--- src/rtl/mem_bus_arbiter_pkg.sv ---
// mem_bus_arbiter_pkg
// Shared definitions for the IF/MEM memory port arbiter: FSM state
// encoding and default bus widths.
package mem_bus_arbiter_pkg;

    localparam int unsigned ARB_ADDR_W = 32;
    localparam int unsigned ARB_DATA_W = 32;

    typedef enum logic [2:0] {
        ST_IDLE,
        ST_D_ADDR,
        ST_D_WAIT,
        ST_I_ADDR,
        ST_I_WAIT
    } arb_state_e;

endpackage

--- src/rtl/mem_bus_arbiter_if.sv ---
// mem_bus_arbiter_if
// Groups the pipeline-side request/response signals, hazard-unit signals
// and the SRAM-like memory port used by mem_bus_arbiter.
//   master : arbiter view (drives responses, stall requests, bus request)
//   slave  : environment view (pipeline stages, hazard unit, memory)
interface mem_bus_arbiter_if
    import mem_bus_arbiter_pkg::*;
#(
    parameter int unsigned ADDR_W = ARB_ADDR_W,
    parameter int unsigned DATA_W = ARB_DATA_W
) ();
    // instruction fetch side
    logic                  inst_req;
    logic [ADDR_W-1:0]     inst_addr;
    logic [DATA_W-1:0]     inst_rdata;
    logic                  inst_ok;
    // data access side
    logic                  data_req;
    logic                  data_wr;
    logic [ADDR_W-1:0]     data_addr;
    logic [DATA_W/8-1:0]   data_wstrb;
    logic [DATA_W-1:0]     data_wdata;
    logic [DATA_W-1:0]     data_rdata;
    logic                  data_ok_o;
    // hazard unit
    logic                  if_stall;
    logic                  mem_stall;
    logic                  flush;
    logic                  stallreq_from_if;
    logic                  stallreq_from_mem;
    // memory port
    logic                  bus_req;
    logic                  bus_wr;
    logic [ADDR_W-1:0]     bus_addr;
    logic [DATA_W/8-1:0]   bus_wstrb;
    logic [DATA_W-1:0]     bus_wdata;
    logic                  bus_addr_ok;
    logic                  bus_data_ok;
    logic [DATA_W-1:0]     bus_rdata;

    modport master (
        input  inst_req, inst_addr, data_req, data_wr, data_addr, data_wstrb,
               data_wdata, if_stall, mem_stall, flush, bus_addr_ok,
               bus_data_ok, bus_rdata,
        output inst_rdata, inst_ok, data_rdata, data_ok_o, stallreq_from_if,
               stallreq_from_mem, bus_req, bus_wr, bus_addr, bus_wstrb,
               bus_wdata
    );

    modport slave (
        output inst_req, inst_addr, data_req, data_wr, data_addr, data_wstrb,
               data_wdata, if_stall, mem_stall, flush, bus_addr_ok,
               bus_data_ok, bus_rdata,
        input  inst_rdata, inst_ok, data_rdata, data_ok_o, stallreq_from_if,
               stallreq_from_mem, bus_req, bus_wr, bus_addr, bus_wstrb,
               bus_wdata
    );

endinterface

--- src/rtl/mem_bus_arbiter_hold_buf.sv ---
// arb_hold_buf
// Holds a completed read result while the consuming stage is frozen.
//   clk, rst_n : clock, asynchronous active-low reset
//   load_i     : capture data_i (completion seen while stalled)
//   data_i     : read data to capture
//   stall_i    : consuming stage frozen
//   clear_i    : drop any held result (flush)
//   valid_o    : result held
//   data_o     : held result
module arb_hold_buf #(
    parameter int unsigned W = 32
) (
    input  logic         clk,
    input  logic         rst_n,
    input  logic         load_i,
    input  logic [W-1:0] data_i,
    input  logic         stall_i,
    input  logic         clear_i,
    output logic         valid_o,
    output logic [W-1:0] data_o
);
    logic         valid_q, valid_d;
    logic [W-1:0] data_q, data_d;

    // The held result stays visible through the first unstalled cycle
    // (the stage consumes it then) and disappears the cycle after.
    always_comb begin
        valid_d = valid_q;
        data_d  = data_q;
        if (clear_i) begin
            valid_d = 1'b0;
        end else if (load_i) begin
            valid_d = 1'b1;
            data_d  = data_i;
        end else if (valid_q && !stall_i) begin
            valid_d = 1'b0;
        end
    end

    always_ff @(posedge clk or negedge rst_n) begin
        if (!rst_n) begin
            valid_q <= 1'b0;
            data_q  <= '0;
        end else begin
            valid_q <= valid_d;
            data_q  <= data_d;
        end
    end

    assign valid_o = valid_q;
    assign data_o  = data_q;

endmodule

--- src/rtl/mem_bus_arbiter.sv ---
// mem_bus_arbiter
// Shares one SRAM-like memory port between instruction fetch and data
// access, one outstanding transaction at a time, data first.
//   clk, resetn : clock, asynchronous active-low reset
//   bus         : mem_bus_arbiter_if.master (pipeline, hazard, memory port)
//   perf_inst_stall, perf_data_stall : stall-cycle counters, present only
//                 when BUS_ARB_PERF_EN is defined
module mem_bus_arbiter
    import mem_bus_arbiter_pkg::*;
#(
    parameter int unsigned ADDR_W = ARB_ADDR_W,
    parameter int unsigned DATA_W = ARB_DATA_W
) (
    input  logic              clk,
    input  logic              resetn,
    mem_bus_arbiter_if.master bus
`ifdef BUS_ARB_PERF_EN
    ,
    output logic [31:0]       perf_inst_stall,
    output logic [31:0]       perf_data_stall
`endif
);
    arb_state_e            state_q, state_d;
    logic                  wr_q, wr_d;
    logic [ADDR_W-1:0]     addr_q, addr_d;
    logic [DATA_W/8-1:0]   wstrb_q, wstrb_d;
    logic [DATA_W-1:0]     wdata_q, wdata_d;
    logic                  disc_q, disc_d;

    logic                  inst_done, data_done, inst_fresh;
    logic                  ibuf_valid, dbuf_valid;
    logic [DATA_W-1:0]     ibuf_data, dbuf_data;
    logic                  inst_ok, data_ok;
    logic                  stall_if, stall_mem;

    assign inst_done  = (state_q == ST_I_WAIT) && bus.bus_data_ok;
    assign data_done  = (state_q == ST_D_WAIT) && bus.bus_data_ok;
    // A fetch flushed at any point up to and including its completion
    // cycle is dropped.
    assign inst_fresh = inst_done && !disc_q && !bus.flush;

    arb_hold_buf #(.W(DATA_W)) u_inst_buf (
        .clk     (clk),
        .rst_n   (resetn),
        .load_i  (inst_fresh && bus.if_stall),
        .data_i  (bus.bus_rdata),
        .stall_i (bus.if_stall),
        .clear_i (bus.flush),
        .valid_o (ibuf_valid),
        .data_o  (ibuf_data)
    );

    arb_hold_buf #(.W(DATA_W)) u_data_buf (
        .clk     (clk),
        .rst_n   (resetn),
        .load_i  (data_done && bus.mem_stall),
        .data_i  (bus.bus_rdata),
        .stall_i (bus.mem_stall),
        .clear_i (1'b0),
        .valid_o (dbuf_valid),
        .data_o  (dbuf_data)
    );

    always_comb begin
        state_d = state_q;
        wr_d    = wr_q;
        addr_d  = addr_q;
        wstrb_d = wstrb_q;
        wdata_d = wdata_q;
        disc_d  = disc_q;
        unique case (state_q)
            ST_IDLE: begin
                // A requester still holding a buffered result is not re-served.
                if (bus.data_req && !dbuf_valid) begin
                    state_d = ST_D_ADDR;
                    wr_d    = bus.data_wr;
                    addr_d  = bus.data_addr;
                    wstrb_d = bus.data_wstrb;
                    wdata_d = bus.data_wdata;
                end else if (bus.inst_req && !ibuf_valid) begin
                    state_d = ST_I_ADDR;
                    wr_d    = 1'b0;
                    addr_d  = bus.inst_addr;
                    wstrb_d = '0;
                    wdata_d = '0;
                end
            end
            ST_D_ADDR: if (bus.bus_addr_ok) state_d = ST_D_WAIT;
            ST_D_WAIT: if (bus.bus_data_ok) state_d = ST_IDLE;
            ST_I_ADDR: if (bus.bus_addr_ok) state_d = ST_I_WAIT;
            ST_I_WAIT: if (bus.bus_data_ok) state_d = ST_IDLE;
            default:   state_d = ST_IDLE;
        endcase
        if (inst_done) begin
            disc_d = 1'b0;
        end else if (bus.flush && (state_q == ST_I_ADDR || state_q == ST_I_WAIT)) begin
            disc_d = 1'b1;
        end
    end

    always_ff @(posedge clk or negedge resetn) begin
        if (!resetn) begin
            state_q <= ST_IDLE;
            wr_q    <= 1'b0;
            addr_q  <= '0;
            wstrb_q <= '0;
            wdata_q <= '0;
            disc_q  <= 1'b0;
        end else begin
            state_q <= state_d;
            wr_q    <= wr_d;
            addr_q  <= addr_d;
            wstrb_q <= wstrb_d;
            wdata_q <= wdata_d;
            disc_q  <= disc_d;
        end
    end

    assign inst_ok   = inst_fresh || (ibuf_valid && !bus.flush);
    assign data_ok   = data_done || dbuf_valid;
    assign stall_if  = bus.inst_req && !inst_ok;
    assign stall_mem = bus.data_req && !data_ok;

    assign bus.inst_ok           = inst_ok;
    assign bus.inst_rdata        = !inst_ok ? '0 : (ibuf_valid ? ibuf_data : bus.bus_rdata);
    assign bus.data_ok_o         = data_ok;
    assign bus.data_rdata        = !data_ok ? '0 : (dbuf_valid ? dbuf_data : bus.bus_rdata);
    assign bus.stallreq_from_if  = stall_if;
    assign bus.stallreq_from_mem = stall_mem;
    assign bus.bus_req           = (state_q == ST_D_ADDR) || (state_q == ST_I_ADDR);
    assign bus.bus_wr            = wr_q;
    assign bus.bus_addr          = addr_q;
    assign bus.bus_wstrb         = wstrb_q;
    assign bus.bus_wdata         = wdata_q;

`ifdef BUS_ARB_PERF_EN
    logic [31:0] perf_inst_q, perf_data_q;

    always_ff @(posedge clk or negedge resetn) begin
        if (!resetn) begin
            perf_inst_q <= '0;
            perf_data_q <= '0;
        end else begin
            if (stall_if)  perf_inst_q <= perf_inst_q + 32'd1;
            if (stall_mem) perf_data_q <= perf_data_q + 32'd1;
        end
    end

    assign perf_inst_stall = perf_inst_q;
    assign perf_data_stall = perf_data_q;
`endif

endmodule

--- src/flat_wrapper.sv ---
// flat-port wrapper written by rule: the top's interface ports become plain ports
module mem_bus_arbiter_flat import mem_bus_arbiter_pkg::*;
#(
    parameter int unsigned ADDR_W = ARB_ADDR_W,
    parameter int unsigned DATA_W = ARB_DATA_W
)
  (clk, resetn, bus_inst_req, bus_inst_addr, bus_data_req, bus_data_wr, bus_data_addr, bus_data_wstrb, bus_data_wdata, bus_if_stall, bus_mem_stall, bus_flush, bus_bus_addr_ok, bus_bus_data_ok, bus_bus_rdata, bus_inst_rdata, bus_inst_ok, bus_data_rdata, bus_data_ok_o, bus_stallreq_from_if, bus_stallreq_from_mem, bus_bus_req, bus_bus_wr, bus_bus_addr, bus_bus_wstrb, bus_bus_wdata);
  mem_bus_arbiter_if #(.ADDR_W(ADDR_W), .DATA_W(DATA_W)) bus_i ();
  input  logic clk;
  input  logic resetn;
  input wire logic [$bits(bus_i.inst_req)-1:0] bus_inst_req;
  input wire logic [$bits(bus_i.inst_addr)-1:0] bus_inst_addr;
  input wire logic [$bits(bus_i.data_req)-1:0] bus_data_req;
  input wire logic [$bits(bus_i.data_wr)-1:0] bus_data_wr;
  input wire logic [$bits(bus_i.data_addr)-1:0] bus_data_addr;
  input wire logic [$bits(bus_i.data_wstrb)-1:0] bus_data_wstrb;
  input wire logic [$bits(bus_i.data_wdata)-1:0] bus_data_wdata;
  input wire logic [$bits(bus_i.if_stall)-1:0] bus_if_stall;
  input wire logic [$bits(bus_i.mem_stall)-1:0] bus_mem_stall;
  input wire logic [$bits(bus_i.flush)-1:0] bus_flush;
  input wire logic [$bits(bus_i.bus_addr_ok)-1:0] bus_bus_addr_ok;
  input wire logic [$bits(bus_i.bus_data_ok)-1:0] bus_bus_data_ok;
  input wire logic [$bits(bus_i.bus_rdata)-1:0] bus_bus_rdata;
  output wire logic [$bits(bus_i.inst_rdata)-1:0] bus_inst_rdata;
  output wire logic [$bits(bus_i.inst_ok)-1:0] bus_inst_ok;
  output wire logic [$bits(bus_i.data_rdata)-1:0] bus_data_rdata;
  output wire logic [$bits(bus_i.data_ok_o)-1:0] bus_data_ok_o;
  output wire logic [$bits(bus_i.stallreq_from_if)-1:0] bus_stallreq_from_if;
  output wire logic [$bits(bus_i.stallreq_from_mem)-1:0] bus_stallreq_from_mem;
  output wire logic [$bits(bus_i.bus_req)-1:0] bus_bus_req;
  output wire logic [$bits(bus_i.bus_wr)-1:0] bus_bus_wr;
  output wire logic [$bits(bus_i.bus_addr)-1:0] bus_bus_addr;
  output wire logic [$bits(bus_i.bus_wstrb)-1:0] bus_bus_wstrb;
  output wire logic [$bits(bus_i.bus_wdata)-1:0] bus_bus_wdata;
  assign bus_i.inst_req = bus_inst_req;
  assign bus_i.inst_addr = bus_inst_addr;
  assign bus_i.data_req = bus_data_req;
  assign bus_i.data_wr = bus_data_wr;
  assign bus_i.data_addr = bus_data_addr;
  assign bus_i.data_wstrb = bus_data_wstrb;
  assign bus_i.data_wdata = bus_data_wdata;
  assign bus_i.if_stall = bus_if_stall;
  assign bus_i.mem_stall = bus_mem_stall;
  assign bus_i.flush = bus_flush;
  assign bus_i.bus_addr_ok = bus_bus_addr_ok;
  assign bus_i.bus_data_ok = bus_bus_data_ok;
  assign bus_i.bus_rdata = bus_bus_rdata;
  assign bus_inst_rdata = bus_i.inst_rdata;
  assign bus_inst_ok = bus_i.inst_ok;
  assign bus_data_rdata = bus_i.data_rdata;
  assign bus_data_ok_o = bus_i.data_ok_o;
  assign bus_stallreq_from_if = bus_i.stallreq_from_if;
  assign bus_stallreq_from_mem = bus_i.stallreq_from_mem;
  assign bus_bus_req = bus_i.bus_req;
  assign bus_bus_wr = bus_i.bus_wr;
  assign bus_bus_addr = bus_i.bus_addr;
  assign bus_bus_wstrb = bus_i.bus_wstrb;
  assign bus_bus_wdata = bus_i.bus_wdata;
  mem_bus_arbiter #(.ADDR_W(ADDR_W), .DATA_W(DATA_W)) u_core (.clk(clk), .resetn(resetn), .bus(bus_i));
endmodule
--- config.mk ---
export PLATFORM = sky130hd
export DESIGN_NAME = mem_bus_arbiter_flat
export DESIGN_NICKNAME = d
export VERILOG_FILES = /design/src/rtl/mem_bus_arbiter_pkg.sv /design/src/rtl/mem_bus_arbiter_if.sv /design/src/rtl/mem_bus_arbiter_hold_buf.sv /design/src/rtl/mem_bus_arbiter.sv /design/src/flat_wrapper.sv
export SDC_FILE = /design/constraint.sdc
export NUM_CORES = 1
export LEC_CHECK = 0
export ABC_AREA = 1
export BUFFER_PORTS_ARGS = -buffer_cell sky130_fd_sc_hd__buf_4
export CORE_AREA = 5 5 121 123
export CTS_BUF_LIST = sky130_fd_sc_hd__clkbuf_4 sky130_fd_sc_hd__clkbuf_8
export DETAILED_ROUTE_END_ITERATION = 6
export DIE_AREA = 0 0 126 128
export GPL_TIMING_DRIVEN = 0
export PLACE_DENSITY = 0.95
export SLEW_MARGIN = 20
export SYNTH_ARGS = -nofsm -noshare
export SYNTH_HDL_FRONTEND = slang
export SYNTH_SLANG_ARGS = --single-unit
--- constraint.sdc ---
create_clock -name clk -period 2.3 [get_ports clk]
set_input_delay 0.23 -clock clk [delete_from_list [all_inputs] [get_ports clk]]
set_output_delay 0.23 -clock clk [all_outputs]
set_load 0.02 [all_outputs]
* Word-level counts from Yosys, hierarchy flattened
Cells that the tools add are included.
** Word-level totals
- Logic and storage cells :: 79
- Flip-flop bits (word level) :: 139
- Memories :: 0
- Memory bits (read-only) :: 0
- Bits in latches :: 0
- Output and inout bits :: 138
- Bits in writable memories :: 0
** Operators by class
- Equal/unequal tests :: 8
- Div/mod/pow operators :: 0
- Multiplexer cells :: 25
- Reductions and logical operators :: 35
- Bitwise logic cells :: 1
- Order comparisons :: 0
- Multiply operators :: 0
- Shift operators :: 0
- Add/sub/neg operators :: 0
** Operators by type and width (number)
- $mux 32 :: 8
- $mux 3 :: 5
- $logic_and 1x1->1 :: 14
- $pmux 3 s4 :: 1
- $mux 1 :: 9
- $logic_not 1->1 :: 8
- $mux 4 :: 2
- $eq 3x2->1 const B :: 2
- $reduce_bool 2->1 :: 3
- $logic_or 1x1->1 :: 4
- $ne 2x2->1 const B :: 2
- $reduce_and 2->1 :: 2
- $reduce_and 4->1 :: 1
- $eq 3x1->1 const B :: 1
- $eq 3x3->1 const B :: 1
- $logic_not 3->1 :: 1
- $ne 3x1->1 const B :: 1
- $reduce_bool 3->1 :: 1
- $ne 2x1->1 const B :: 1
- $reduce_or 2->1 :: 1
- $not 1->1 :: 1

* Logic depth before layout (Yosys ltp)
Gate-level depths: netlist of run 1.
- Depth after elaboration :: 7
- Gate-level depth with buffers :: 9

* Modules after synthesis
Synthesis of run 1 repeated with hierarchy kept, for this count alone.
** Second synthesis, totals
- Cells, all modules :: 889
- Area, all modules :: 7302.0 um2
** Modules (own cells, without submodules)
- mem_bus_arbiter :: seq. area each 1826.8 um2, area an instance 4436.8 um2, instances 1, cells an instance 603
- arb_hold_buf :: seq. area each 825.8 um2, area an instance 1432.6 um2, instances 2, cells an instance 143

* Least setup slack after synthesis of run 1
No wires, ideal clock.
- Path kind :: register -> output
- Start point :: register u_core.disc_q
- End point :: output bus_inst_rdata[21]
- Cell stages (with the launch flop) :: 6
- Data required time :: 2.070 ns
- Slack :: 0.535 ns
- Arrival time :: 1.535 ns
- Cell sequence :: dfrtp_1 > or2_2 > o22ai_2 > inv_2 > buf_6 > nor2_1
** Between the ends
- Word-level cells in the longest chain between the ends :: 5
** RTL lines
- from (decl) :: line mem_bus_arbiter.sv:28 : logic disc_q, disc_d;
- from (signal assigned) :: line mem_bus_arbiter.sv:115 : disc_q <= disc_d;
- $logic_not 1->1 :: line mem_bus_arbiter.sv:40 : assign inst_fresh = inst_done && !disc_q && !bus.flush;
- $logic_and 1x1->1 (2 in a row) :: line mem_bus_arbiter.sv:40
- $logic_or 1x1->1 :: line mem_bus_arbiter.sv:119 : assign inst_ok = inst_fresh || (ibuf_valid && !bus.flush);
- named net bus_inst_ok :: line flat_wrapper.sv:25 : output wire logic [$bits(bus_i.inst_ok)-1:0] bus_inst_ok;
- $mux 32 :: line mem_bus_arbiter.sv:125 : assign bus.inst_rdata = !inst_ok ? '0 : (ibuf_valid ? ibuf_data : bus.bus_rdata);
- to (decl) :: line flat_wrapper.sv:24 : output wire logic [$bits(bus_i.inst_rdata)-1:0] bus_inst_rdata;
The timed path passes the listed nets, and every way through them passes these cells.

* Worst setup path in the final report of run 1
- Start point :: register u_core.state_q[0]
- End point :: output bus_inst_rdata[2]
** Between the ends
- Word-level cells in the longest chain between the ends :: 6
** RTL lines
- from (decl) :: line mem_bus_arbiter.sv:23 : arb_state_e state_q, state_d;
- from (signal assigned) :: line mem_bus_arbiter.sv:110 : state_q <= state_d;
- $eq 3x3->1 :: line mem_bus_arbiter.sv:36 : assign inst_done = (state_q == ST_I_WAIT) && bus.bus_data_ok;
- $logic_and 1x1->1 :: line mem_bus_arbiter.sv:36
- $logic_and 1x1->1 (2 in a row) :: line mem_bus_arbiter.sv:40
- $logic_or 1x1->1 :: line mem_bus_arbiter.sv:119
- $mux 32 :: line mem_bus_arbiter.sv:125
No other way between the ends.

==> results of run 1 <==
cell usage after synthesis, drive strengths merged:
cell / instances / area (µm²)
nand2: 246 / 943
nor2: 140 / 562
dfrtp: 139 / 3480
inv: 118 / 448
o21ai: 103 / 647
a21oi: 67 / 335
buf: 38 / 359
o211ai: 32 / 240
clkbuf: 17 / 63.8
nand3: 7 / 52.6
o22ai: 1 / 12.5
or2: 1 / 6.26
worst paths after layout:
kind / end / cells after the start / slack (ns) / startpoint
max in group asynchronous: u_core.u_data_buf.data_o[24]$_DFFE_PN0P_ / 3 / 1.25 / resetn
worst max-delay path: bus_inst_rdata[2] / 7 / 0.09 / u_core.state_q[0]$_DFFE_PN0P_
worst min-delay path: u_core.u_data_buf.data_o[4]$_DFFE_PN0P_ / 3 / 0.02 / bus_bus_rdata[4]
min in group asynchronous: u_core.u_data_buf.data_o[8]$_DFFE_PN0P_ / 2 / 0.29 / resetn
worst min register to register: u_core.bus.bus_addr[30]$_DFFE_PN0P_ / 2 / 0.49 / u_core.bus.bus_addr[30]$_DFFE_PN0P_
worst max register to register: u_core.u_data_buf.data_o[18]$_DFFE_PN0P_ / 7 / 0.74 / u_core.state_q[0]$_DFFE_PN0P_
per-stage QoR:
stage,power [mW],std cells
finish,11.5,1443
global route,12.3,1443
CTS,11.5,1440
detailed placement,9.57,1369
global placement,9.33,1368
floorplan,7.38,909
layout make-up:
cell class              count  area (µm²)  area share (%)
flip-flops and latches    139        3480            33.7
multi-input cells         597        2820            27.4
repair buffers            322        2550            24.7
inverters                 118         448            4.34
plain buffers              55         434            4.21
clock buffers              18         241            2.34
well taps                 180         225            2.18
clock inverters            14         124            1.20
layout by cell type, fill, tap and decap left out, types with 5 or more instances in the layout:
cell type / Yosys / routed
buf_6: 28 / 28
dlygate4sd3_1: 0 / 41
nand2_1: 242 / 242
nor2_2: 5 / 6
clkbuf_1: 17 / 11
clkbuf_2: 0 / 9
buf_4: 0 / 279
a21oi_1: 67 / 67
nor2_1: 133 / 130
clkbuf_8: 0 / 17
inv_2: 6 / 6
dfrtp_1: 139 / 137
inv_1: 111 / 111
o211ai_1: 32 / 32
nand3_1: 5 / 5
o21ai_0: 27 / 27
o21ai_1: 41 / 41
buf_2: 5 / 5
o21ai_2: 35 / 35
what timing repair did:
item | 4_1_cts | 5_1_grt
setup buffers | 0 | 1
hold endpoints to repair | 91 | 2
gates resized for setup | 1 | 22
pin swaps | 0 | 1
gates cloned | 0 | 0
setup endpoints to repair | 2 | 51
hold buffers | 39 | 2
routing by layer:
metal / GRT usage (%) / up-vias
met5: 0 / -
met4: 13.0 / 0
met3: 7.00 / 85
met2: 50.8 / 432
met1: 33.7 / 3530
li1: - / 3517
worst max-delay path, cell delays in order, from the launching register on:
cell,delay [ns]
dfrtp_2,0.45
nor2_4,0.15
nand3_2,0.13
o22ai_4,0.16
inv_2,0.12
buf_6,0.16
nor2_1,0.18
buf_4,0.18
state kept, by name, indices dropped and copies added (netlist names):
name                       cells
u_core.disc_q                  1
u_core.bus.bus_addr           32
u_core.bus.bus_wstrb           4
u_core.u_inst_buf.valid_o      1
u_core.state_q                 3
u_core.u_inst_buf.data_o      32
u_core.u_data_buf.data_o      32
u_core.u_data_buf.valid_o      1
u_core.bus.bus_wdata          32
u_core.bus.bus_wr              1
cells by family (layout without fill, tap and decap cells):
group	Yosys count	count (layout)	synth area share (%)
AOI/OAI and AO/OA	203	203	17.3
and+or+nand+nor	394	394	21.9
buffers and inverters	173	527	12.2
DFF	139	139	48.7
power by group:
group	internal (mW)	switching [mW]	leakage, nW
clock network	0.864	0.970	0.178
logic	2.24	3.25	3.77
registers	3.56	0.659	1.78
==> flow_summary.toml, run 1 <==
[run_status]
status = "finished, final reports clean"

[placed_design]
place_congestion = 0.916
pre_cts_slack_ns = 0.503
placed_area_um2 = 9500
port_buffers = 279
hpwlAfterDp_um = 16600

[global_routing]
grt_pass1_wl_um = 37300
grt_max_degree = 87
gr-total-overflow = 0
grt_pass1_vias = 7617
antenna_found_initial = 0
track_usage_pct = 28.9

[flow_run]
maxCapViolCount = 0

[sta]
whs_ns = 0.0224
clock_skew_ns = 0.0175
min_period_ns = 2.21
slew_violations = 0
setup_violations = 0
final.setup.worst_slack_ns = 0.0947
slew_headroom_pct = 65.2
finalHoldViolCount = 0
worst_slew_pin_slew_ns = 0.523
clock.fmax_mhz = 453
period_share_pct = 95.9
tns_ns = 0

[cells_and_area]
area_delta_synth_final_pct = 44.4
nets = 1392
n_fill_cell = 942
drive_above_1_share_pct = 33.0
fin_util_pct = 76.2
diodes = 0
fin_area_um2 = 10300

[worst_hold_path]
min_path_type = "in -> reg"

[route]
drt-met1-wl_um = 8740
drt_iter0_markers = 661
vias = 7564
wl_um = 23700
firstDrtPassIters = 6
top_layer = "met4"
ant_nets = 0
dr_wl_met3_um = 1840
drt-vias-per-instance = 5.24
post_drt_wl_per_cell_um = 16.4
dr_wl_met2_um = 12200
drcViolationCount = 0

[die]
rows = 43
die_h_um = 128
initial_core_util_pct = 52.7
core-area_um2 = 13600
dieArea_um2 = 16100
fp.dieW_um = 126
io_pins = 280

[setup_path]
required_ns = 2.07
cp_data_arrival_time_ns = 1.98
crit_fanout = 10
critPathKind = "reg -> out"
critPathCaptureType = "primary output"
cp-start-kind = "register"

[power_and_ir_drop]
vdd_drop_max_mv = 0.663
power_density_nw_per_um2 = 1120
leakagePower_nw = 5.73

[clock_network]
cts_tree = "built"
htree_num_levels = 4
cts.sinks = 139
cts_root_buffer = "clkbuf_8"
worst_setup_hold_path_clk_slew_ns = 0.07
numCtsBuffers = 17
cts_max_path_buffers = 2
insertion_delay_ns = 0.45

[synthesis]
synth-seq-area-share_pct = 48.7
syn_area_um2 = 7150
syn_area_per_cell_um2 = 7.86
ys_ff_latch = 139
ys_warn_count = 0
synth_cell_type_count = 25
synthCells = 909
synth_nets = 1051
(Power assumes the default switching activity.)
==> run 2: changes to the inputs <==
CELL_PAD_IN_SITES_DETAIL_PLACEMENT = 2   (was not set)
CELL_PAD_IN_SITES_GLOBAL_PLACEMENT = 2   (was not set)
CORE_AREA = 5 5 161 163   (was 5 5 121 123)
DIE_AREA = 0 0 166 168   (was 0 0 126 128)
PLACE_DENSITY = not set   (was 0.95)
PLACE_DENSITY_LB_ADDON = 0.1   (was not set)
==> run 2 against run 1 <==
Net effect:
- die area increased by 73%
- fmax increased by 1.6%
- critical path depth unchanged
- critical endpoint is now bus_inst_rdata[25]
- final area increased by 6.5%
- flip-flop and latch count unchanged
- sequential power about the same
==> flow_summary.toml, run 2 (synthesized netlist as in run 1, its figures left out) <==
[sta]
setup_violations = 0
slew_violations = 0
clock_skew_ns = 0.0216
tns_ns = 0
clock.fmax_mhz = 461
final.setup.worst_slack_ns = 0.130
worst_slew_pin_slew_ns = 0.605
whs_ns = 0.0302
finalHoldViolCount = 0
min_period_ns = 2.17
slew_headroom_pct = 59.7
period_share_pct = 94.3

[setup_path]
cp_data_arrival_time_ns = 1.94
crit_fanout = 10
critPathBufInv = 3
regToRegSetupSlack_ns = 0.60
worst_path_largest_cell_delay_ns = 0.46
r2r_cells = 6
crit_chain = "nor2_4 -> nand3_4 -> o22ai_4 -> inv_2 -> buf_6 -> nor2_1 -> buf_4"
critPathCaptureType = "primary output"
cp_top_family = "flip-flops"
cp-start-kind = "register"
critPathKind = "reg -> out"
crit_path_top_delay_cell = "dfrtp_2"
crit_cells = 7
required_ns = 2.07

[cells_and_area]
area_delta_synth_final_pct = 53.9
n_fill_cell = 2713
final_common_cell = "buf_4"
multi_input_area_um2 = 2820
nets = 1437
diodes = 0
drive_above_1_share_pct = 32.2
regArea_um2 = 3480
layout_common_cells = "buf_4, nand2_1, dfrtp_1, nor2_1, inv_1"

[clock_network]
htree_num_levels = 4
cts_tree = "built"
insertion_delay_ns = 0.47
worst_setup_hold_path_clk_slew_ns = 0.09
numCtsBuffers = 17
cts.sinks = 139
cts_root_buffer = "clkbuf_8"
cts_max_path_buffers = 2

[global_routing]
track_usage_pct = 21.5
gr-total-overflow = 0
grt_pass1_wl_um = 47900
grt_pass1_vias = 8510
antenna_found_initial = 0
grt_max_degree = 74

[worst_hold_path]
min_path_type = "in -> reg"
hold_depth = 3

[die]
core-area_um2 = 24200
io_pins = 280
dieArea_um2 = 27900
rows = 57
fp.dieW_um = 166
die_h_um = 168
initial_core_util_pct = 29.6

[route]
ant_nets = 0
post_drt_wl_per_cell_um = 18.5
drt-vias-per-instance = 4.63
drcViolationCount = 0
wl_um = 30200
firstDrtPassIters = 4
drt_iter0_markers = 278
vias = 7554

[power_and_ir_drop]
leakagePower_nw = 5.96
vdd_drop_max_mv = 0.412
power_density_nw_per_um2 = 1090

[placed_design]
pre_cts_slack_ns = 0.408
hpwlAfterDp_um = 20900
port_buffers = 279
place_congestion = 0.754

[flow_run]
maxCapViolCount = 0

[run_status]
status = "finished, final reports clean"
run 2: cell count changes in the layout (fill, tap and decap cells not counted), moves of 3 or more:
| cell | delta |
|---|---|
| clkinv_4 | -3 |
| clkinvlp_4 | -3 |
| inv_8 | +6 |
| dlygate4sd3_1 | +44 |
| clkinv_2 | -4 |
| inv_6 | +5 |
run 2: worst paths after layout:
| check | from | to |
|---|---|---|
| setup / recovery | u_core.state_q[1]$_DFFE_PN0P_ | bus_inst_rdata[25] |
| hold / removal | bus_data_addr[14] | u_core.bus.bus_addr[14]$_DFFE_PN0P_ |
| setup reg to reg | u_core.u_data_buf.valid_o$_DFFE_PN0P_ | u_core.bus.bus_addr[11]$_DFFE_PN0P_ |
| hold reg to reg | u_core.u_inst_buf.data_o[11]$_DFFE_PN0P_ | u_core.u_inst_buf.data_o[11]$_DFFE_PN0P_ |
| max in group asynchronous | resetn | u_core.state_q[0]$_DFFE_PN0P_ |
| min in group asynchronous | resetn | u_core.bus.bus_addr[17]$_DFFE_PN0P_ |
run 2: report_power, final:
part / internal (mW) / switching [mW]
logic: 2.30 / 3.39
registers: 3.55 / 0.638
clock network: 0.920 / 1.20
run 2: tightest hold or removal path: cells and delay by family:
kind,cells,cell delay [ns]
AO/OA/AOI/OAI,1,0.09
buffers and inverters,1,0.08
AND/OR/NAND/NOR,1,0.06
run 2: per-layer routing:
metal	vias to the layer above	global-route usage, %	wire length, µm
met5	-	0	0
met2	185	37.9	15300
li1	3616	-	-
met4	0	6.74	688
met3	35	3.59	1040
met1	3718	27.1	13200
run 2: area by class of cell:
cell class	instances	share of cell area [%]
flip-flops and latches	139	31.6
clock buffers	17	2.13
multi-input cells	597	25.7
clock inverters	15	1.51
inverters	118	4.07
repair buffers	368	27.3
well taps	324	3.69
plain buffers	54	3.97
run 2: stage by stage:
step	util [%]	cells	total power, mW	cell area (µm²)
2_1_floorplan	-	909	7.38	7150
3_3_place_gp	39.9	1512	9.56	9650
3_5_place_dp	40.1	1513	9.79	9680
4_1_cts	45.3	1630	12.1	11000
5_1_grt	45.5	1632	12.8	11000
6_report	45.5	1632	12.0	11000
run 2: what timing repair did:
item	CTS	global route
endpoints found under the hold margin	150	0
pin swaps	1	1
hold buffers	85	0
setup endpoints to repair	34	45
resized for setup	11	14
setup buffers	1	2
